===== src/rtl/instr_register_pkg.sv =====
// Shared types for the instruction register and its execution stage.
// Opcodes are 4 bits wide so encodings 8..15 exist and are flagged as illegal.
package instr_register_pkg;

    typedef enum logic [3:0] {
        ZERO  = 4'd0,
        PASSA = 4'd1,
        PASSB = 4'd2,
        ADD   = 4'd3,
        SUB   = 4'd4,
        MULT  = 4'd5,
        DIV   = 4'd6,
        MOD   = 4'd7
    } opcode_t;

    typedef logic signed [31:0] operand_t;
    typedef logic [4:0]         address_t;

    typedef struct packed {
        opcode_t  opc;
        operand_t op_a;
        operand_t op_b;
    } instruction_t;

    typedef logic signed [63:0] result_t;

    typedef enum logic [2:0] {
        IDLE,
        FETCH,
        EXEC,
        DIVWAIT,
        OUT
    } exec_state_t;

endpackage


===== src/rtl/instr_divider.sv =====
// Iterative restoring divider on operand magnitudes, one quotient bit per cycle.
// The launch edge already performs the first step, so done pulses DIV_ITER-1 cycles after the launch edge.
module instr_divider
    import instr_register_pkg::*;
#(
    parameter int unsigned DIV_ITER = 32
) (
    input  logic     clk,
    input  logic     reset_n,
    input  logic     start,
    input  operand_t dividend,
    input  operand_t divisor,
    output result_t  quotient,
    output result_t  remainder,
    output logic     done
);

    localparam int unsigned CNT_W = $clog2(DIV_ITER + 1);

    typedef struct packed {
        logic [31:0] rem;
        logic [31:0] quo;
    } div_acc_t;

    function automatic logic [31:0] magnitude(input operand_t v);
        return v[31] ? 32'(-v) : 32'(v);
    endfunction

    function automatic result_t apply_sign(input logic neg, input logic [31:0] mag);
        result_t v;
        v = result_t'({32'b0, mag});
        return neg ? -v : v;
    endfunction

    div_acc_t          acc;
    div_acc_t          step_in;
    div_acc_t          step_out;
    logic [31:0]       dmag;
    logic [31:0]       step_dmag;
    logic [32:0]       trial;
    logic              q_neg;
    logic              r_neg;
    logic              running;
    logic [CNT_W-1:0]  cnt;

    // NOTE: every always_comb output gets a default first so no path can infer a latch.
    always_comb begin
        step_in   = running ? acc : '{rem: '0, quo: magnitude(dividend)};
        step_dmag = running ? dmag : magnitude(divisor);
        trial     = {step_in.rem, step_in.quo[31]};
        step_out  = '{rem: trial[31:0], quo: {step_in.quo[30:0], 1'b0}};
        if (trial >= {1'b0, step_dmag}) begin
            step_out.rem = 32'(trial - {1'b0, step_dmag});
            step_out.quo = {step_in.quo[30:0], 1'b1};
        end
    end

    // NOTE: sequential state uses non-blocking assignments only.
    always_ff @(posedge clk or negedge reset_n) begin
        if (!reset_n) begin
            acc       <= '0;
            dmag      <= '0;
            q_neg     <= 1'b0;
            r_neg     <= 1'b0;
            running   <= 1'b0;
            cnt       <= '0;
            done      <= 1'b0;
            quotient  <= '0;
            remainder <= '0;
        end else begin
            done <= 1'b0;
            if (start && !running) begin
                acc     <= step_out;
                dmag    <= step_dmag;
                q_neg   <= dividend[31] ^ divisor[31];
                r_neg   <= dividend[31];
                cnt     <= CNT_W'(DIV_ITER - 1);
                running <= 1'b1;
            end else if (running) begin
                acc <= step_out;
                cnt <= cnt - CNT_W'(1);
                if (cnt == CNT_W'(1)) begin
                    running   <= 1'b0;
                    done      <= 1'b1;
                    quotient  <= apply_sign(q_neg, step_out.quo);
                    remainder <= apply_sign(r_neg, step_out.rem);
                end
            end
        end
    end

endmodule


===== src/rtl/instr_exec_unit.sv =====
// Execution stage: walks a range of instruction-register entries, evaluates each
// opcode and streams one 64-bit result per entry over a valid/ready handshake.
module instr_exec_unit
    import instr_register_pkg::*;
#(
    parameter int unsigned NUM_ENTRIES = 32,
    parameter int unsigned DIV_ITER    = 32
) (
    input  logic         clk,
    input  logic         reset_n,
    input  logic         start,
    input  address_t     start_addr,
    input  logic [5:0]   count,
    output address_t     read_pointer,
    input  instruction_t instruction_word,
    output logic         res_valid,
    input  logic         res_ready,
    output result_t      res_data,
    output address_t     res_addr,
    output logic         res_err,
    output logic         busy,
    output logic         done
);

    exec_state_t  state, state_next;
    instruction_t instr_q;
    address_t     addr;
    logic [5:0]   remaining;
    result_t      op_a, op_b;
    result_t      exec_data;
    logic         exec_err;
    logic         handshake, last, is_div, div_start, div_done;
    result_t      div_quo, div_rem;

    assign op_a         = result_t'(instr_q.op_a);
    assign op_b         = result_t'(instr_q.op_b);
    assign handshake    = (state == OUT) && res_ready;
    assign last         = (remaining == 6'd1);
    assign is_div       = instr_q.opc inside {DIV, MOD};
    assign div_start    = (state == EXEC) && is_div && (instr_q.op_b != '0);
    assign read_pointer = addr;
    assign res_valid    = (state == OUT);
    assign busy         = (state != IDLE);

    always_comb begin
        exec_data = '0;
        exec_err  = 1'b0;
        case (instr_q.opc)
            ZERO:     exec_data = '0;
            PASSA:    exec_data = op_a;
            PASSB:    exec_data = op_b;
            ADD:      exec_data = op_a + op_b;
            SUB:      exec_data = op_a - op_b;
            MULT:     exec_data = op_a * op_b;
            DIV, MOD: exec_err  = (instr_q.op_b == '0);
            default:  exec_err  = 1'b1;
        endcase
    end

    always_comb begin
        state_next = state;
        case (state)
            IDLE:    if (start && count != 6'd0) state_next = FETCH;
            FETCH:   state_next = EXEC;
            EXEC:    state_next = div_start ? DIVWAIT : OUT;
            DIVWAIT: if (div_done) state_next = OUT;
            OUT:     if (handshake) state_next = last ? IDLE : FETCH;
            default: state_next = IDLE;
        endcase
    end

    always_ff @(posedge clk or negedge reset_n) begin
        if (!reset_n) state <= IDLE;
        else          state <= state_next;
    end

    always_ff @(posedge clk or negedge reset_n) begin
        if (!reset_n) begin
            addr      <= '0;
            remaining <= '0;
            instr_q   <= '0;
            res_data  <= '0;
            res_addr  <= '0;
            res_err   <= 1'b0;
            done      <= 1'b0;
        end else begin
            done <= ((state == IDLE) && start && (count == 6'd0)) || (handshake && last);
            case (state)
                IDLE: begin
                    if (start && count != 6'd0) begin
                        addr      <= start_addr;
                        remaining <= count;
                    end
                end
                FETCH: instr_q <= instruction_word;
                EXEC: begin
                    res_addr <= addr;
                    if (!div_start) begin
                        res_data <= exec_data;
                        res_err  <= exec_err;
                    end
                end
                DIVWAIT: begin
                    if (div_done) begin
                        res_data <= (instr_q.opc == MOD) ? div_rem : div_quo;
                        res_err  <= 1'b0;
                    end
                end
                OUT: begin
                    if (handshake) begin
                        remaining <= remaining - 6'd1;
                        if (!last)
                            addr <= (addr == address_t'(NUM_ENTRIES - 1)) ? '0 : addr + address_t'(1);
                    end
                end
                default: ;
            endcase
        end
    end

    instr_divider #(
        .DIV_ITER(DIV_ITER)
    ) u_divider (
        .clk      (clk),
        .reset_n  (reset_n),
        .start    (div_start),
        .dividend (instr_q.op_a),
        .divisor  (instr_q.op_b),
        .quotient (div_quo),
        .remainder(div_rem),
        .done     (div_done)
    );

endmodule


===== config.mk =====
export PLATFORM = sky130hd
export DESIGN_NAME = instr_exec_unit
export DESIGN_NICKNAME = d
export VERILOG_FILES = /design/src/rtl/instr_register_pkg.sv /design/src/rtl/instr_divider.sv /design/src/rtl/instr_exec_unit.sv
export SDC_FILE = /design/constraint.sdc
export NUM_CORES = 2
export LEC_CHECK = 0
export ABC_CLOCK_PERIOD_IN_PS = 24700
export BUFFER_PORTS_ARGS = -buffer_cell sky130_fd_sc_hd__buf_4
export CAP_MARGIN = 20
export CORE_MARGIN = 2
export CORE_UTILIZATION = 54
export CTS_BUF_LIST = sky130_fd_sc_hd__clkbuf_16
export DETAILED_ROUTE_END_ITERATION = 8
export PLACE_DENSITY = 0.75
export SLEW_MARGIN = 20
export SYNTH_ARGS = -nofsm -noshare
export SYNTH_HDL_FRONTEND = slang
export SYNTH_SLANG_ARGS = --single-unit

===== constraint.sdc =====
create_clock -name clk -period 24.7 [get_ports clk]
set_input_delay 3.705 -clock clk [delete_from_list [all_inputs] [get_ports clk]]
set_output_delay 3.705 -clock clk [all_outputs]
set_load 0.02 [all_outputs]

# Word-level counts from Yosys, hierarchy flattened
# Index checks and enable logic that the tools add are counted.
# totals
output_inout_bits	78
ramBits	0
regBits	387
in_bits	83
word_cells	121
latch_bits	0
romBits	0
n_memories	0
# classes
n_eq_ne	19
magnitude_cmp	1
n_shift	0
n_addsub	10
bitwise	2
div_mod_pow	0
multipliers	1
n_mux	40
n_reduce_logical	28
# ops
cell	n
64-bit two-way mux	9
64-bit case mux with 5 select lines	1
32-bit negator with 64-bit output	2
64-bit case mux with 2 select lines	1
32-bit two-way mux	3
32-bit by 32-bit multiplier with 64-bit output	1
32-bit negator	2
32-bit by 32-bit adder with 33-bit output	1
33-bit by 32-bit >= comparator with 1-bit output	1
32-bit by 32-bit subtractor with 33-bit output	1
32-bit logical NOT	1
32-bit nonzero test	1
32-bit subtractor	1
6-bit two-way mux	4
5-bit two-way mux	4
4-bit by 3-bit == test with 1-bit output (second input constant)	4
3-bit case mux with 5 select lines	1
6-bit by 1-bit == test with 1-bit output (second input constant)	2
3-bit two-way mux	4
6-bit case mux with 2 select lines	1
3-bit AND reduction	4
6-bit by 1-bit subtractor with 6-bit output (second input constant)	2
5-bit case mux with 2 select lines	1
1-bit two-way mux	9
other kinds (24)	40

# Longest topological paths before layout
# logic_depth
ltp_word	7
mapped_depth	34
mapped_depth_nobuf	29

# Modules after synthesis
# A second synthesis with hierarchy kept.
# hier_totals
cells_unflattened	6913
hier_area_um2	62045.8
# by_module_without_submodules
module	seq_area_each_um2	cells_per_inst	area_per_inst_um2	instances
instr_exec_unit	3828.7	5255	47440.5	1
instr_divider	5805.6	1658	14605.3	1

# Worst setup path after synthesis
# OpenSTA, ideal clock, no wires.
# synth_timing
kind	register to register
start	reg instr_q[63] (netlist bit)
end	reg res_data[58]
setup_slack_ns	15.735
setup_time_ns	0.126
synth_period_minus_slack_ns	8.965
arrival_time_ns	8.839
path_stages_with_launch	33
required_time_ns	24.574
n_path_buf	6
cell_sequence	dfrtp_1 -> clkbuf_1 -> clkbuf_1 -> clkbuf_1 -> buf_1 -> buf_1 -> nand2_1 -> inv_1 -> fa_1 -> inv_1 -> fa_1 -> inv_1 -> fa_1 -> fa_1 -> inv_1 -> fa_1 -> inv_1 -> fa_1 -> inv_1 -> fa_1 -> inv_1 -> fa_1 -> ha_1 -> clkbuf_1 -> a21oi_1 -> o21ai_0 -> a21o_1 -> a31oi_1 -> o31ai_1 -> a21oi_1 -> nor3b_1 -> nor3_1 -> o32a_1
# synth_between
elab_chain_len	4
elab_cells_between_ends	6
classes_between	add/sub (2); mul (1); mux (3)
# synth_rtl
item	line_no	rtl
start: declaration	instr_exec_unit.sv:26	instruction_t instr_q;
start signal: assignment	instr_exec_unit.sv:95	FETCH: instr_q <= instruction_word;
32-bit by 32-bit multiplier with 64-bit output, or another cell as far along	instr_exec_unit.sv:54	MULT: exec_data = op_a * op_b;
64-bit case mux with 5 select lines *	instr_exec_unit.sv:48	case (instr_q.opc)
64-bit two-way mux *	instr_exec_unit.sv:98	if (!div_start) begin
64-bit case mux with 2 select lines *	instr_exec_unit.sv:88	case (state)
end signal: assignment	instr_exec_unit.sv:99	res_data <= exec_data;
end signal: assignment	instr_exec_unit.sv:105	res_data <= (instr_q.opc == MOD) ? div_rem : div_quo;
end: declaration	instr_exec_unit.sv:18	output result_t res_data,
# Mark *: on every way between the ends. The rest lies on a longest branch, timed or not. The select of a mux whose other input is x is not followed.
# A chain may end at the register's enable or synchronous reset.

# Final worst setup path
# layout_timing
start	reg instr_q[0] (netlist bit)
end	reg res_data[58]
# layout_between
elab_chain_len	4
elab_cells_between_ends	10
classes_between	add/sub (2); mul (1); eq/ne (1); mux (3); reduce/logical (3)
# layout_rtl
item	line_no
32-bit by 32-bit multiplier with 64-bit output, or another cell as far along	instr_exec_unit.sv:54
64-bit case mux with 5 select lines / 1-bit logical AND (equally long branches)	instr_exec_unit.sv:48, instr_exec_unit.sv:40
64-bit two-way mux / 2-bit != test (equally long branches)	--
64-bit case mux with 2 select lines / 3-bit AND reduction (equally long branches)	--
# Several ways; a longest one is shown, not always the timed one. The select of a mux whose other input is x is not followed.

==> impl_metrics.toml <==
[global_route]
grt_max_degree = 113
antenna_found_initial = 8
gr-usage-all-layers_pct = 34.92
grt-ovfl-total = 0
grt_pass1_wl_mm = 310.7
grt_pass1_vias = 52360

[worst_setup_path]
cp_max_fo = 32
endpoint_kind = "flip-flop"
cp.depth = 24
critPathTopFamily = "adder cells"
ff2ff_path_depth = 24
cp_slowest_stage_delay_ns = 1.01
slowest_stage = "dfrtp_1"
cp-start-kind = "flip-flop"
crit_type = "reg2reg"
crit_required_ns = 25.24
critPathBufInv = 5
crit_chain = "clkinv_1 > nor2_1 > ha_1 > fa_1 > fa_1 > fa_1 > inv_1 > fa_1 > inv_1 > fa_1 > inv_1 > fa_1 > inv_1 > fa_1 > ha_1 > a21oi_1 > o21ai_0 > a21o_1 > a31oi_1 > o31ai_1 > a21oi_1 > nor3b_1 > nor3_1 > o32a_1"
critPathArrivalTime_ns = 10.54
cpMostUsedCell = "fa_1"

[sta]
worstMarginPinSlew_ns = 1.129
setup_viol = 0
hold_violations = 0
period_share_pct = 40.51
holdWs_ns = 0.4611
rsz0062_at_grt = "false"
finClkSkew_ns = 0.05513
slew_headroom_pct = 24.65
maxSlewViolCount = 0
min_period_ns = 10.01
setup_tns_ns = 0
fmax_ghz = 0.09994

[floorplan]
die_h_um = 341.7
io_pins = 161
start_util_pct = 54.58
die_width_um = 341.7
floorplan.die_area_um2 = 116700
core_um2 = 112800
rows = 123

[min_path]
worstHoldPathCells = 2
holdCritPathClass = "reg2reg"

[placed_design]
port-buffer-count = 160
gp_congestion = 0.9743
place_inst = 8292
dp_hpwl_mm = 150.7

[run]
cap_violations = 0

[route]
ant_nets = 0
dr.pass1.iters = 8
vias_per_cell = 6.048
routed_wl_mm = 200.1
drt_iter0_drc = 4843
vias = 50680
post_drt_wl_per_cell_um = 23.89
drc = 0

[synth]
synth.distinct_cells = 89
syn_inst = 6962
synth_seq_area_share_pct = 15.65
ys.flop_type = "dfrtp_1"
synth-edff-count = 0
synth-async-reset-ratio_pct = 100.0
ys_warn_count = 0
syn_avg_cell_area_um2 = 8.844
synth_area_um2 = 61570
synth_nets = 8423
ys_seq_elements = 385

[clock_tree]
cts-resized-gates = 0
cts_buffers = 46
root_buffer = "clkbuf_16"
cts.path.max_buffers = 3
cts_setup_buffers = 0
worstSkewPairLatency_ns = 0.68
clock-sinks = 385
tritoncts = "yes"
ctsHoldBuffers = 0
clkSlewWorstSetupHoldPaths_ns = 0.06
cts_htree_levels = 2

[final_layout]
drive_above_1_share_pct = 6.458
fillers = 9868
nets = 8301
syn2layout_area_growth_pct = 6.385
final_cell_count_no_fill = 8379
fin_util_pct = 58.07

[outcome]
status = "finished, final reports clean"
per-stage QoR:
stage                     cell area, um2  setup WS [ns]
final                              65500          14.69
after global routing               65490          14.16
after CTS                          65490          14.83
after detailed placement           63870          14.80
after global placement             63870          14.97
after floorplan                    61570          15.74
logic make-up after synthesis:
family,synth area share (%)
xor gates and xnor gates,3.073
muxes,2.103
DFF,15.65
adders and majority gates,41.23
AOI/OAI and AO/OA,12.08
buffers and inverters,9.242
and+or+nand+nor,16.62
layout by cell type, fill, tap and decap left out, types with 66 or more instances in the layout:
master   instances
fa_1          1085
inv_1         1057
nand2_1       1031
and2_1         463
dfrtp_1        382
o21ai_0        348
nor2_1         321
ha_1           293
a21oi_1        290
buf_4          272
xnor2_1        137
a21o_1         123
mux2i_1         81
xor2_1          79
nor3_1          66
worst paths after layout:
check,from,to,slack (ns)
max,instr_q[0],res_data[58],14.69
max in group asynchronous,reset_n,instr_q[56],19.21
min,u_divider.acc[47],u_divider.acc[47],0.46
max reg2reg,instr_q[0],res_data[58],14.69
min in group asynchronous,reset_n,u_divider.acc[43],3.10
min reg2reg,u_divider.acc[47],u_divider.acc[47],0.46
worst min-delay path: cells and delay by family, from the launching register on:
family	cells	cell delay, ns
flops	1	0.33
simple gates	2	0.09
metal layers:
layer  vias up  global-route usage, %  part of all wire [%]
met5         -                      0                 0.017
met4         6                  13.54                   4.4
met3       504                  9.744                    11
met2      2545                  53.67                    45
met1     25870                  47.07                    40
li1      21750                      -                     -
synth_stat cells, drive strengths merged, types with 13 or more instances:
cell | number | area (um2)
fa | 1085 | 21720
ha | 293 | 3666
mux2 | 43 | 484.2
mux2i | 81 | 810.8
xnor2 | 137 | 1200
a21oi | 292 | 1469
a221oi | 16 | 140.1
a31oi | 27 | 175.2
a21o | 123 | 923.4
o22ai | 22 | 137.6
nor2b | 23 | 143.9
nand4 | 35 | 219.0
and2 | 463 | 2897
o211ai | 27 | 202.7
and3 | 23 | 143.9
or4 | 13 | 105.1
nand2 | 1033 | 3877
o21ai | 365 | 1831
a222oi | 22 | 220.2
nor2 | 326 | 1226
nand2b | 36 | 225.2
nor3b | 13 | 97.59
clkbuf | 384 | 1441
inv | 1054 | 3956
or3 | 27 | 173.9
a211oi | 16 | 120.1
o22a | 17 | 148.9
o21bai | 20 | 150.1
buf | 59 | 270.3
o31ai | 51 | 382.9
xor2 | 79 | 691.9
nor3 | 71 | 366.6
dfrtp | 385 | 9634
nand3 | 55 | 275.3
nor4 | 23 | 143.9
o21a | 32 | 240.2
state kept, by name, summed over array words and instances, names as in the netlist, 3 cells and up:
name / flops
remaining: 6
u_divider.remainder: 63
u_divider.cnt: 6
u_divider.quotient: 63
instr_q: 68
res_data: 64
read_pointer: 5
u_divider.acc: 64
state: 3
res_addr: 5
u_divider.dmag: 32
area by class of cell:
class	instances	area [um2]	share of cell area, %
Multi-Input combinational cell	5074	46320	70.72
Timing Repair Buffer	273	2057	3.140
Sequential cell	385	9638	14.71
Tap cell	1500	1877	2.865
Clock inverter	37	466.7	0.7125
Clock buffer	46	1151	1.757
Antenna cell	4	10.01	0.01528
Inverter	1060	3979	6.074
Power is left out: the tool's default activity adds up to more than one toggle a clock period on the data nets, which glitch-free logic cannot reach.
